===== src/rtl/gpu_frame_loader.sv =====
// Once per frame, takes the CPU data-memory read port and streams the
// rectangle table into the GPU, one word per clock.
module gpu_frame_loader #(
  parameter int                    RECT_COUNT     = 64,
  parameter int                    WORDS_PER_RECT = 6,
  parameter int                    ADDR_WIDTH     = 13,
  parameter logic [ADDR_WIDTH-1:0] BASE_ADDR      = '0
) (
  input  logic                  pixel_clk,
  input  logic                  reset,
  input  logic                  vblank,
  input  logic                  cpu_commit,
  input  logic [15:0]           mem_rdata,
  output logic [ADDR_WIDTH-1:0] mem_addr,
  output logic                  mem_rd,
  output logic                  cpu_stall,
  output logic                  gpu_idle,
  output logic                  gpu_we,
  output logic [15:0]           gpu_din,
  output logic                  busy,
  output logic                  done,
  output logic                  overrun,
  output logic [7:0]            frame_count,
  output logic [2:0]            dbg_state
);

  localparam int N     = RECT_COUNT * WORDS_PER_RECT;
  localparam int CNT_W = $clog2(N + 1);
  localparam logic [CNT_W-1:0] LAST_CNT = CNT_W'(N - 1);

  typedef enum logic [2:0] {
    S_IDLE   = 3'd0,
    S_GRANT  = 3'd1,
    S_START  = 3'd2,
    S_STREAM = 3'd3,
    S_FINISH = 3'd4
  } state_e;

  state_e           state_q, state_d;
  logic [CNT_W-1:0] cnt_q, cnt_d;
  logic             pending_q, pending_d;
  logic             overrun_q, overrun_d;
  logic [7:0]       frame_count_q, frame_count_d;

  always_ff @(posedge pixel_clk or posedge reset) begin
    if (reset) begin
      state_q       <= S_IDLE;
      cnt_q         <= '0;
      pending_q     <= 1'b0;
      overrun_q     <= 1'b0;
      frame_count_q <= '0;
    end else begin
      state_q       <= state_d;
      cnt_q         <= cnt_d;
      pending_q     <= pending_d;
      overrun_q     <= overrun_d;
      frame_count_q <= frame_count_d;
    end
  end

  always_comb begin
    state_d       = state_q;
    cnt_d         = cnt_q;
    pending_d     = pending_q | cpu_commit;
    overrun_d     = overrun_q;
    frame_count_d = frame_count_q;
    case (state_q)
      S_IDLE: begin
        cnt_d = '0;
        if (vblank && pending_q) begin
          state_d   = S_GRANT;
          // A commit landing on the grant edge belongs to the next frame.
          pending_d = cpu_commit;
        end
      end
      S_GRANT:  state_d = S_START;
      S_START: begin
        cnt_d   = CNT_W'(1);
        state_d = (N == 1) ? S_FINISH : S_STREAM;
      end
      S_STREAM: begin
        cnt_d = cnt_q + CNT_W'(1);
        if (cnt_q == LAST_CNT) state_d = S_FINISH;
      end
      S_FINISH: begin
        frame_count_d = frame_count_q + 8'd1;
        state_d       = S_IDLE;
      end
      default: state_d = S_IDLE;
    endcase
    // The copy is never cut short: the GPU would be stranded mid-COPY.
    if (state_q != S_IDLE && !vblank) overrun_d = 1'b1;
  end

  always_comb begin
    busy        = (state_q != S_IDLE);
    cpu_stall   = (state_q != S_IDLE);
    gpu_idle    = (state_q == S_GRANT);
    gpu_we      = (state_q == S_START);
    mem_rd      = (state_q == S_START) || (state_q == S_STREAM);
    done        = (state_q == S_FINISH);
    overrun     = overrun_q;
    frame_count = frame_count_q;
    dbg_state   = state_q;
    mem_addr    = '0;
    if (state_q == S_START)  mem_addr = BASE_ADDR;
    if (state_q == S_STREAM) mem_addr = BASE_ADDR + ADDR_WIDTH'(cnt_q);
  end

  assign gpu_din = mem_rdata;

endmodule


===== config.mk =====
export PLATFORM = sky130hd
export DESIGN_NAME = gpu_frame_loader
export DESIGN_NICKNAME = d
export VERILOG_FILES = /design/src/rtl/gpu_frame_loader.sv
export SDC_FILE = /design/constraint.sdc
export NUM_CORES = 1
export LEC_CHECK = 0
export CORE_MARGIN = 2
export CORE_UTILIZATION = 65
export DETAILED_ROUTE_END_ITERATION = 7
export DONT_BUFFER_PORTS = 1
export GPL_ROUTABILITY_DRIVEN = 0
export PLACE_DENSITY = 0.81
export SYNTH_ARGS = -nofsm -noshare
export SYNTH_HDL_FRONTEND = slang
export SYNTH_SLANG_ARGS = --single-unit

===== constraint.sdc =====
create_clock -name pixel_clk -period 4.14 [get_ports pixel_clk]
set_input_delay 1.035 -clock pixel_clk [delete_from_list [all_inputs] [get_ports pixel_clk]]
set_output_delay 1.035 -clock pixel_clk [all_outputs]
set_load 0.01 [all_outputs]

==> flow_summary.ini, run 1 <==
[status]
status = completed

[clock_network]
htree_num_levels = 1
cts-resized-gates = 0
numCtsBuffers = 3
cts_sinks = 22
clockRootBuffer = clkbuf_4
cts.path.max_buffers = 2
clkTransAtPathRegs_ns = 0.12
ctsHoldBuffers = 0
cts_setup_buffers = 0
clock_latency_ns = 0.31
cts_tree = built

[flow_run]
cap_violations = 0

[power]
powerDensity_nw_per_um2 = 452
p_leak_uw = 0.000572
peakVddDrop_v = 0.000374

[timing]
max_freq_ghz = 0.323
tns_ns = 0
layout_min_cycle_time_ns = 3.10
rsz0062_at_grt = false
fin_skew_ns = 0.00247
postLayoutSetupSlackWorst_ns = 1.04
max_slew_margin = 0.448
setup_viol = 0
hold_viol_final = 0
final_max_slew_viol_count = 0
fin_crit_sh = 0.748
tightest_slew_ns = 0.827

[place]
dp_hpwl_um = 1810
port_buffers = 0
preCtsSetupSlack_ns = 1.43

[cells_and_area]
multi_input_area_um2 = 583
drive_above_1_share = 0.0917
nets = 143
nFillCells = 156
seq_area_um2 = 551
n_antenna_cell = 0
synthToLayoutAreaGrowth_pct = -7.96

[yosys]
synth_area_um2 = 1340
syn_area_per_cell_um2 = 9.61
synth_cell_type_count = 39
synth_seq_cells = 22
syn-instance-count = 139
yosysSeqAreaShare = 0.412
ys_async_sr_fraction = 1.00
synth_edf_count = 0
ys.flop_type = dfrtp_1
yosysWarnings = 0

[detailed_routing]
wl_um = 2490
vias = 936
routed_via_density = 6.37
drt-initial-drc-count = 33
drc = 0
ant_nets = 0
wl_per_cell_um = 16.9
drtPass1Iterations = 4

[grt]
track_usage = 0.218
overflow = 0
top_usage_layer = met2
antenna_found_initial = 0
met3_usage = 0.0460
grt_use_met1 = 0.274
grt_pass1_wl_um = 3960
grt.met2_usage = 0.318
grt_pass1_vias = 849
grt_max_degree = 23

[setup_path]
crit_fanout = 17
crit_path_start_kind = flip-flop
crit_type = flip-flop to primary output
worstPathArrival_ns = 2.06
rrSetupSlack_ns = 2.29
end_kind = primary output
cp.required_ns = 3.11

[floorplan]
num_io_pins = 67
die_height_um = 49.3
fp.dieArea_um2 = 2430
start_util = 0.688
core_area_um2 = 1940
die_width_um = 49.3
rows = 16

[worst_hold_path]
hold_path_class = flip-flop to flip-flop
## critical path: stages (launching register included)
cell	delay, ns
dfrtp_1	0.81
inv_1	0.23
nor3_2	0.45
and2_2	0.26
## synth_stat cells (all sizes together) (3+ instances only)
master / instances / area, µm²
and2: 8 / 51.3
buf: 24 / 180
dfrtp: 22 / 551
inv: 7 / 26.3
nand2: 9 / 33.8
nand3: 7 / 35.0
nand4: 6 / 43.8
nor2: 5 / 18.8
nor3: 3 / 20.0
o211ai: 3 / 22.5
o21ai: 4 / 20.0
or4: 4 / 30.0
xnor2: 6 / 52.6
## report_power, final
part / total (µW) / switching [µW] / leakage [µW] / internal, µW
combinational: 136 / 77.6 / 0.000276 / 58.9
clock: 120 / 66.4 / 0.0000210 / 53.8
sequential: 300 / 52.0 / 0.000275 / 247
## flip-flops by register name, summed over array words and instances, names as in the netlist
signal and count:
frame_count 8, dbg_state 3, cnt_q 9, overrun 1
pending_q 1
## through the flow
stage           util  total power, µW  hold slack (ns)  area [µm²]  instances
2_1_floorplan      -              424            0.450        1350        142
3_3_place_gp   0.615              433            0.472        1190        143
3_5_place_dp   0.615              439            0.483        1190        143
4_1_cts        0.633              558            0.511        1230        147
5_1_grt        0.633              586            0.515        1230        147
6_report       0.633              556            0.501        1230        147
## per-layer routing
| layer | wire length, µm | vias up |
|---|---|---|
| met4 | 157 | 0 |
| met3 | 214 | 21 |
| met1 | 1030 | 437 |
| li1 | - | 425 |
| met5 | 0 | - |
| met2 | 1080 | 53 |
## kinds of logic (layout without fill, tap and decap cells)
kind of cell,Yosys count,in the layout,share of synthesized area
buffers and inverters,33,11,0.160
adder cells (fa/ha/maj),2,2,0.0187
other,1,4,0.00281
AND/OR/NAND/NOR,52,52,0.243
XOR/XNOR,7,7,0.0459
AO/OA/AOI/OAI,20,20,0.102
flip-flops,22,22,0.412
multiplexers,2,2,0.0159
## final cells by class
cell class,count,area share
well taps,27,0.0275
flip-flops and latches,22,0.448
clock buffers,4,0.0295
multi-input cells,87,0.474
inverters,7,0.0214
## placed cells by master, fill, tap and decap left out, types with 2 or more instances in the layout
cell and n:
a21o_1 2, clkbuf_4 3, nand2_1 9, a31oi_1 2, inv_1 7, xnor2_1 6, or4_1 4, nand4_1 5
a22o_1 2, o211ai_1 3, dfrtp_1 22, nor2_1 5, nor4_1 2, o21ai_0 3, nor3_1 2, o21bai_1 2
and4_1 2, conb_1 4, nand3_1 7, ha_1 2, a21oi_1 2, and2_1 7
## final timing paths
kind / to / depth (start not counted) / start
max: mem_addr[2] / 3 / dbg_state[0]$_DFFE_PP0P_
min: pending_q$_DFF_PP0_ / 1 / pending_q$_DFF_PP0_
max reg2reg: frame_count[1]$_DFFE_PP0P_ / 2 / dbg_state[2]$_DFFE_PP0P_
min reg2reg: pending_q$_DFF_PP0_ / 1 / pending_q$_DFF_PP0_
max in group asynchronous: frame_count[1]$_DFFE_PP0P_ / 1 / reset
min in group asynchronous: frame_count[5]$_DFFE_PP0P_ / 1 / reset
(Power assumes the default switching activity.)
==> run 2: changes to the inputs <==
ABC_AREA = 1   (was unset)
CORE_UTILIZATION = 56   (was 65)
PLACE_DENSITY = 0.74   (was 0.81)
clock period = 2.85 ns   (was 4.14 ns; I/O delays follow)
==> flow_summary.ini, run 2 <==
[yosys]
synth_adder_area_share = 0.0182
synth-compound-area-share = 0.0573
yosys.area.top_type = dfrtp_1
synth_cell_type_count = 28
synthMuxAreaShare = 0
synth_common_cells = 39 x nand2_1, 26 x inv_1, 22 x dfrtp_1
synth_top_family_by_area = simple AND/OR/NAND/NOR gates
synth_area_um2 = 1380
synth_simple_gate_area_frac = 0.293
yosysSeqAreaShare = 0.400
synth_seq_cells = 22
synth_area_leaders = dfrtp_1 40%, buf_4 11%, nand2_1 11%
syn-instance-count = 177
ys.flop_type = dfrtp_1
ys_async_sr_fraction = 1.00
yosysWarnings = 0
synth.most_common_cell = nand2_1
syn_area_per_cell_um2 = 7.77
yosys.area.top_type_share = 0.400
synth_edf_count = 0
synth-xor-area-share = 0.0191

[timing]
fin_skew_ns = 0.00130
tightest_slew_ns = 0.812
setup_viol = 0
hold_viol_final = 0
tns_ns = 0
layout_min_cycle_time_ns = 2.40
max_freq_ghz = 0.417
max_slew_margin = 0.458
fin_crit_sh = 0.842
postLayoutSetupSlackWorst_ns = 0.452
final_max_slew_viol_count = 0
rsz0062_at_grt = false

[clock_network]
htree_num_levels = 1
numCtsBuffers = 3
clock_latency_ns = 0.30
cts_setup_buffers = 0
clkTransAtPathRegs_ns = 0.12
cts-resized-gates = 0
cts_sinks = 22
clockRootBuffer = clkbuf_4
cts.path.max_buffers = 2
cts_tree = built
ctsHoldBuffers = 0

[detailed_routing]
vias = 989
drtPass1Iterations = 4
drt-initial-drc-count = 13
drc = 0
ant_nets = 0
wl_per_cell_um = 12.9
wl_um = 2450
routed_via_density = 5.21

[cells_and_area]
top_register = cnt_q
n_antenna_cell = 0
nFillCells = 220
final_area_um2 = 1290
drive_above_1_share = 0.136
nets = 185
utilization = 0.566
final_common_cell = nand2_1
layout_common_cells = 39 x nand2_1, 26 x inv_1, 22 x dfrtp_1, 16 x nand3_1, 15 x nor2_1
synthToLayoutAreaGrowth_pct = -6.28
largest_register_ffs = 9

[setup_path]
cp.required_ns = 2.14
end_kind = primary output
crit_path_start_kind = flip-flop
worstPathArrival_ns = 1.69
crit_type = flip-flop to primary output
crit_fanout = 11

[floorplan]
rows = 17
num_io_pins = 67
die_height_um = 53.6
fp.dieArea_um2 = 2870
start_util = 0.604
core_area_um2 = 2280
die_width_um = 53.6

[grt]
antenna_found_initial = 0
track_usage = 0.186
grt_pass1_wl_um = 3920
grt.met2_usage = 0.300
top_usage_layer = met2
grt_use_met1 = 0.237
overflow = 0
grt_max_degree = 23
grt_pass1_vias = 928
met3_usage = 0.0778

[status]
status = completed

[power]
powerDensity_nw_per_um2 = 689
p_leak_uw = 0.000654
peakVddDrop_v = 0.000478
finalPower_uw = 888

[place]
dp_hpwl_um = 1980
port_buffers = 0
preCtsSetupSlack_ns = 0.784
dpl_cell_area_um2 = 1250

[worst_hold_path]
hold_path_class = primary input to asynchronous set/reset pin

[flow_run]
cap_violations = 0
-- run 2: cell count changes after synthesis, sizes merged, moves of 3 or more --
cell	delta
inv	+24
o211ai	-3
and2	-8
or4	-4
xnor2	-4
nand3	+10
nor2	+18
nand4	-4
nand2	+31
-- run 2: per-layer routing --
layer,share of wire,vias to the layer above,wire length (µm)
met2,0.48,43,1170
met5,0,-,0
li1,-,495,-
met3,0.092,8,226
met4,0.010,0,25
met1,0.42,443,1030
-- run 2: power breakdown --
part           leakage [µW]  switching [µW]  internal, µW
combinational      0.000345             243          79.5
sequential         0.000287            50.9           347
clock             0.0000210            90.2          77.9
-- run 2: worst max-delay path: stages (launching register included) --
cell	delay, ns
dfrtp_1	0.53
nor2_4	0.26
nand2_2	0.26
nor2_1	0.34
-- run 2: path summary, 6_finish.rpt --
path	startpoint	endpoint	slack (ns)	cells after the start
setup / recovery	dbg_state[2]$_DFFE_PP0P_	mem_addr[7]	0.45	3
hold / removal	reset	frame_count[4]$_DFFE_PP0P_	0.44	1
setup reg to reg	dbg_state[2]$_DFFE_PP0P_	cnt_q[8]$_DFFE_PP0P_	1.21	5
hold reg to reg	pending_q$_DFF_PP0_	pending_q$_DFF_PP0_	0.51	2
max in group asynchronous	reset	overrun$_DFFE_PP0P_	1.91	1
min in group pixel_clk	pending_q$_DFF_PP0_	pending_q$_DFF_PP0_	0.51	2
-- run 2: kinds of logic (layout without fill, tap and decap cells) --
family	after synthesis	after routing
simple gates	84	84
flops	22	22
xor+xnor	3	3
buf+inv	53	35
fa+ha+maj	2	2
compound gates	12	12
other cells	1	4
-- run 2: cell type report --
class	instances	area, µm²	share of cell area
multi-input combinational	105	548	0.425
clock buffer	4	36.3	0.0282
tap	28	35.0	0.0272
sequential	22	551	0.427
inverter	31	119	0.0922
-- run 2: per-stage QoR --
| step | instances | hold WS [ns] |
|---|---|---|
| after floorplan | 180 | 0.451 |
| after global placement | 186 | 0.469 |
| after detailed placement | 186 | 0.485 |
| after CTS | 190 | 0.468 |
| after global routing | 190 | 0.498 |
| final | 190 | 0.441 |
==> run 3: changes to the inputs <==
CORE_UTILIZATION = 62   (was 56)
PLACE_DENSITY = 0.78   (was 0.74)
clock period = 2.26 ns   (was 2.85 ns; I/O delays follow)
==> flow_summary.ini, run 3 (same netlist as run 2, synthesis figures left out) <==
[status]
status = completed

[cells_and_area]
final_area_um2 = 1300
synthToLayoutAreaGrowth_pct = -5.55
n_antenna_cell = 0
top_register = cnt_q
final_common_cell = nand2_1
drive_above_1_share = 0.148
nets = 185
layout_common_cells = 39 x nand2_1, 26 x inv_1, 22 x dfrtp_1, 16 x nand3_1, 13 x nor2_1
largest_register_ffs = 9
utilization = 0.605
nFillCells = 196

[timing]
tns_ns = 0
fin_crit_sh = 0.931
max_slew_margin = 0.459
hold_slack_ns = 0.289
final_max_slew_viol_count = 0
rsz0062_at_grt = false
setup_viol = 0
fin_skew_ns = 0.000856
hold_viol_final = 0
max_freq_ghz = 0.475
postLayoutSetupSlackWorst_ns = 0.156
tightest_slew_ns = 0.811
layout_min_cycle_time_ns = 2.10

[setup_path]
critPathMaxStageDelay_ns = 0.53
r2r_cells = 5
critPathSlowestCell = dfrtp_1
crit_chain = nor2_4 > nand2_4 > nor2_1
crit_family = simple AND/OR/NAND/NOR gates
crit_type = flip-flop to primary output
r2r-start = dbg_state[2]$_DFFE_PP0P_
cp.required_ns = 1.69
crit_fanout = 11
crit_path_start_kind = flip-flop
reg2reg_to = cnt_q[8]$_DFFE_PP0P_
end_kind = primary output
worstPathArrival_ns = 1.54
rrSetupSlack_ns = 0.80
timing.critical_path.buf_inv = 0

[place]
preCtsSetupSlack_ns = 0.340
dp_hpwl_um = 1870
dpl_cell_area_um2 = 1250
port_buffers = 0

[clock_network]
ctsHoldBuffers = 0
htree_num_levels = 1
cts_sinks = 22
clkTransAtPathRegs_ns = 0.12
clockRootBuffer = clkbuf_4
numCtsBuffers = 3
cts_setup_buffers = 0
cts.path.max_buffers = 2
clock_latency_ns = 0.30
cts_tree = built

[floorplan]
core_area_um2 = 2150
fp.dieArea_um2 = 2610
die_height_um = 51.1
num_io_pins = 67
die_width_um = 51.1
rows = 17
start_util = 0.640

[grt]
grt_pass1_vias = 992
grt_max_degree = 23
track_usage = 0.211
overflow = 0
antenna_found_initial = 0
grt_pass1_wl_um = 4070

[power]
peakVddDrop_v = 0.000577
p_leak_uw = 0.000657
powerDensity_nw_per_um2 = 876

[detailed_routing]
drc = 0
vias = 1004
routed_via_density = 5.28
ant_nets = 0
wl_per_cell_um = 12.7
drtPass1Iterations = 4
drt-initial-drc-count = 29
wl_um = 2410

[flow_run]
cap_violations = 0

[worst_hold_path]
hold_path_class = primary input to asynchronous set/reset pin
run 3: cell counts in the layout (fill, tap and decap cells not counted):
Identical to the previous run, type by type.
run 3: power breakdown:
part           switching [µW]  total (µW)  internal [µW]
combinational             312         416            104
clock                     117         215           98.4
sequential               68.4         506            437
total                     497        1140            640
run 3: routing by layer:
layer | track usage | up-vias | share of wire
met2 | 0.329 | 41 | 0.45
met1 | 0.263 | 459 | 0.44
met5 | 0 | - | 0
li1 | - | 488 | -
met3 | 0.0526 | 16 | 0.080
met4 | 0.126 | 0 | 0.031
run 3: cell type report:
class                   instances  area [µm²]  area share
multi-input cells             105         558       0.430
flip-flops and latches         22         551       0.424
inverters                      31         119      0.0915
clock buffers                   4        36.3      0.0279
well taps                      28        35.0      0.0270
run 3: worst max-delay path by stage:
stage,from,to,slack (ns),cells after the start
6_report,dbg_state[2]$_DFFE_PP0P_,mem_addr[2],0.16,3
5_1_grt,dbg_state[1]$_DFFE_PP0P_,mem_addr[3],0.04,4
4_1_cts,dbg_state[2]$_DFFE_PP0P_,mem_addr[6],0.05,3
3_5_place_dp,dbg_state[2]$_DFFE_PP0P_,mem_addr[7],0.34,3
3_3_place_gp,dbg_state[2]$_DFFE_PP0P_,mem_addr[7],0.39,3
2_1_floorplan,dbg_state[2]$_DFFE_PP0P_,mem_addr[1],0.60,4
run 3: timing repair:
action	4_1_cts	5_1_grt
hold endpoints to repair	0	0
endpoints found under the setup margin	1	5
gates resized for setup	1	2
run 3: per-stage QoR:
step | total power, µW | std cells
floorplan | 899 | 180
global placement | 896 | 186
detailed placement | 916 | 186
CTS | 1140 | 190
global route | 1230 | 190
finish | 1140 | 190
run 3: worst reg2reg max path, stage by stage, from the launching register on:
cell	delay, ns
dfrtp_1	0.53
nor2_4	0.28
nand2_4	0.19
nor2_2	0.23
nand3_1	0.10
nand3_1	0.08
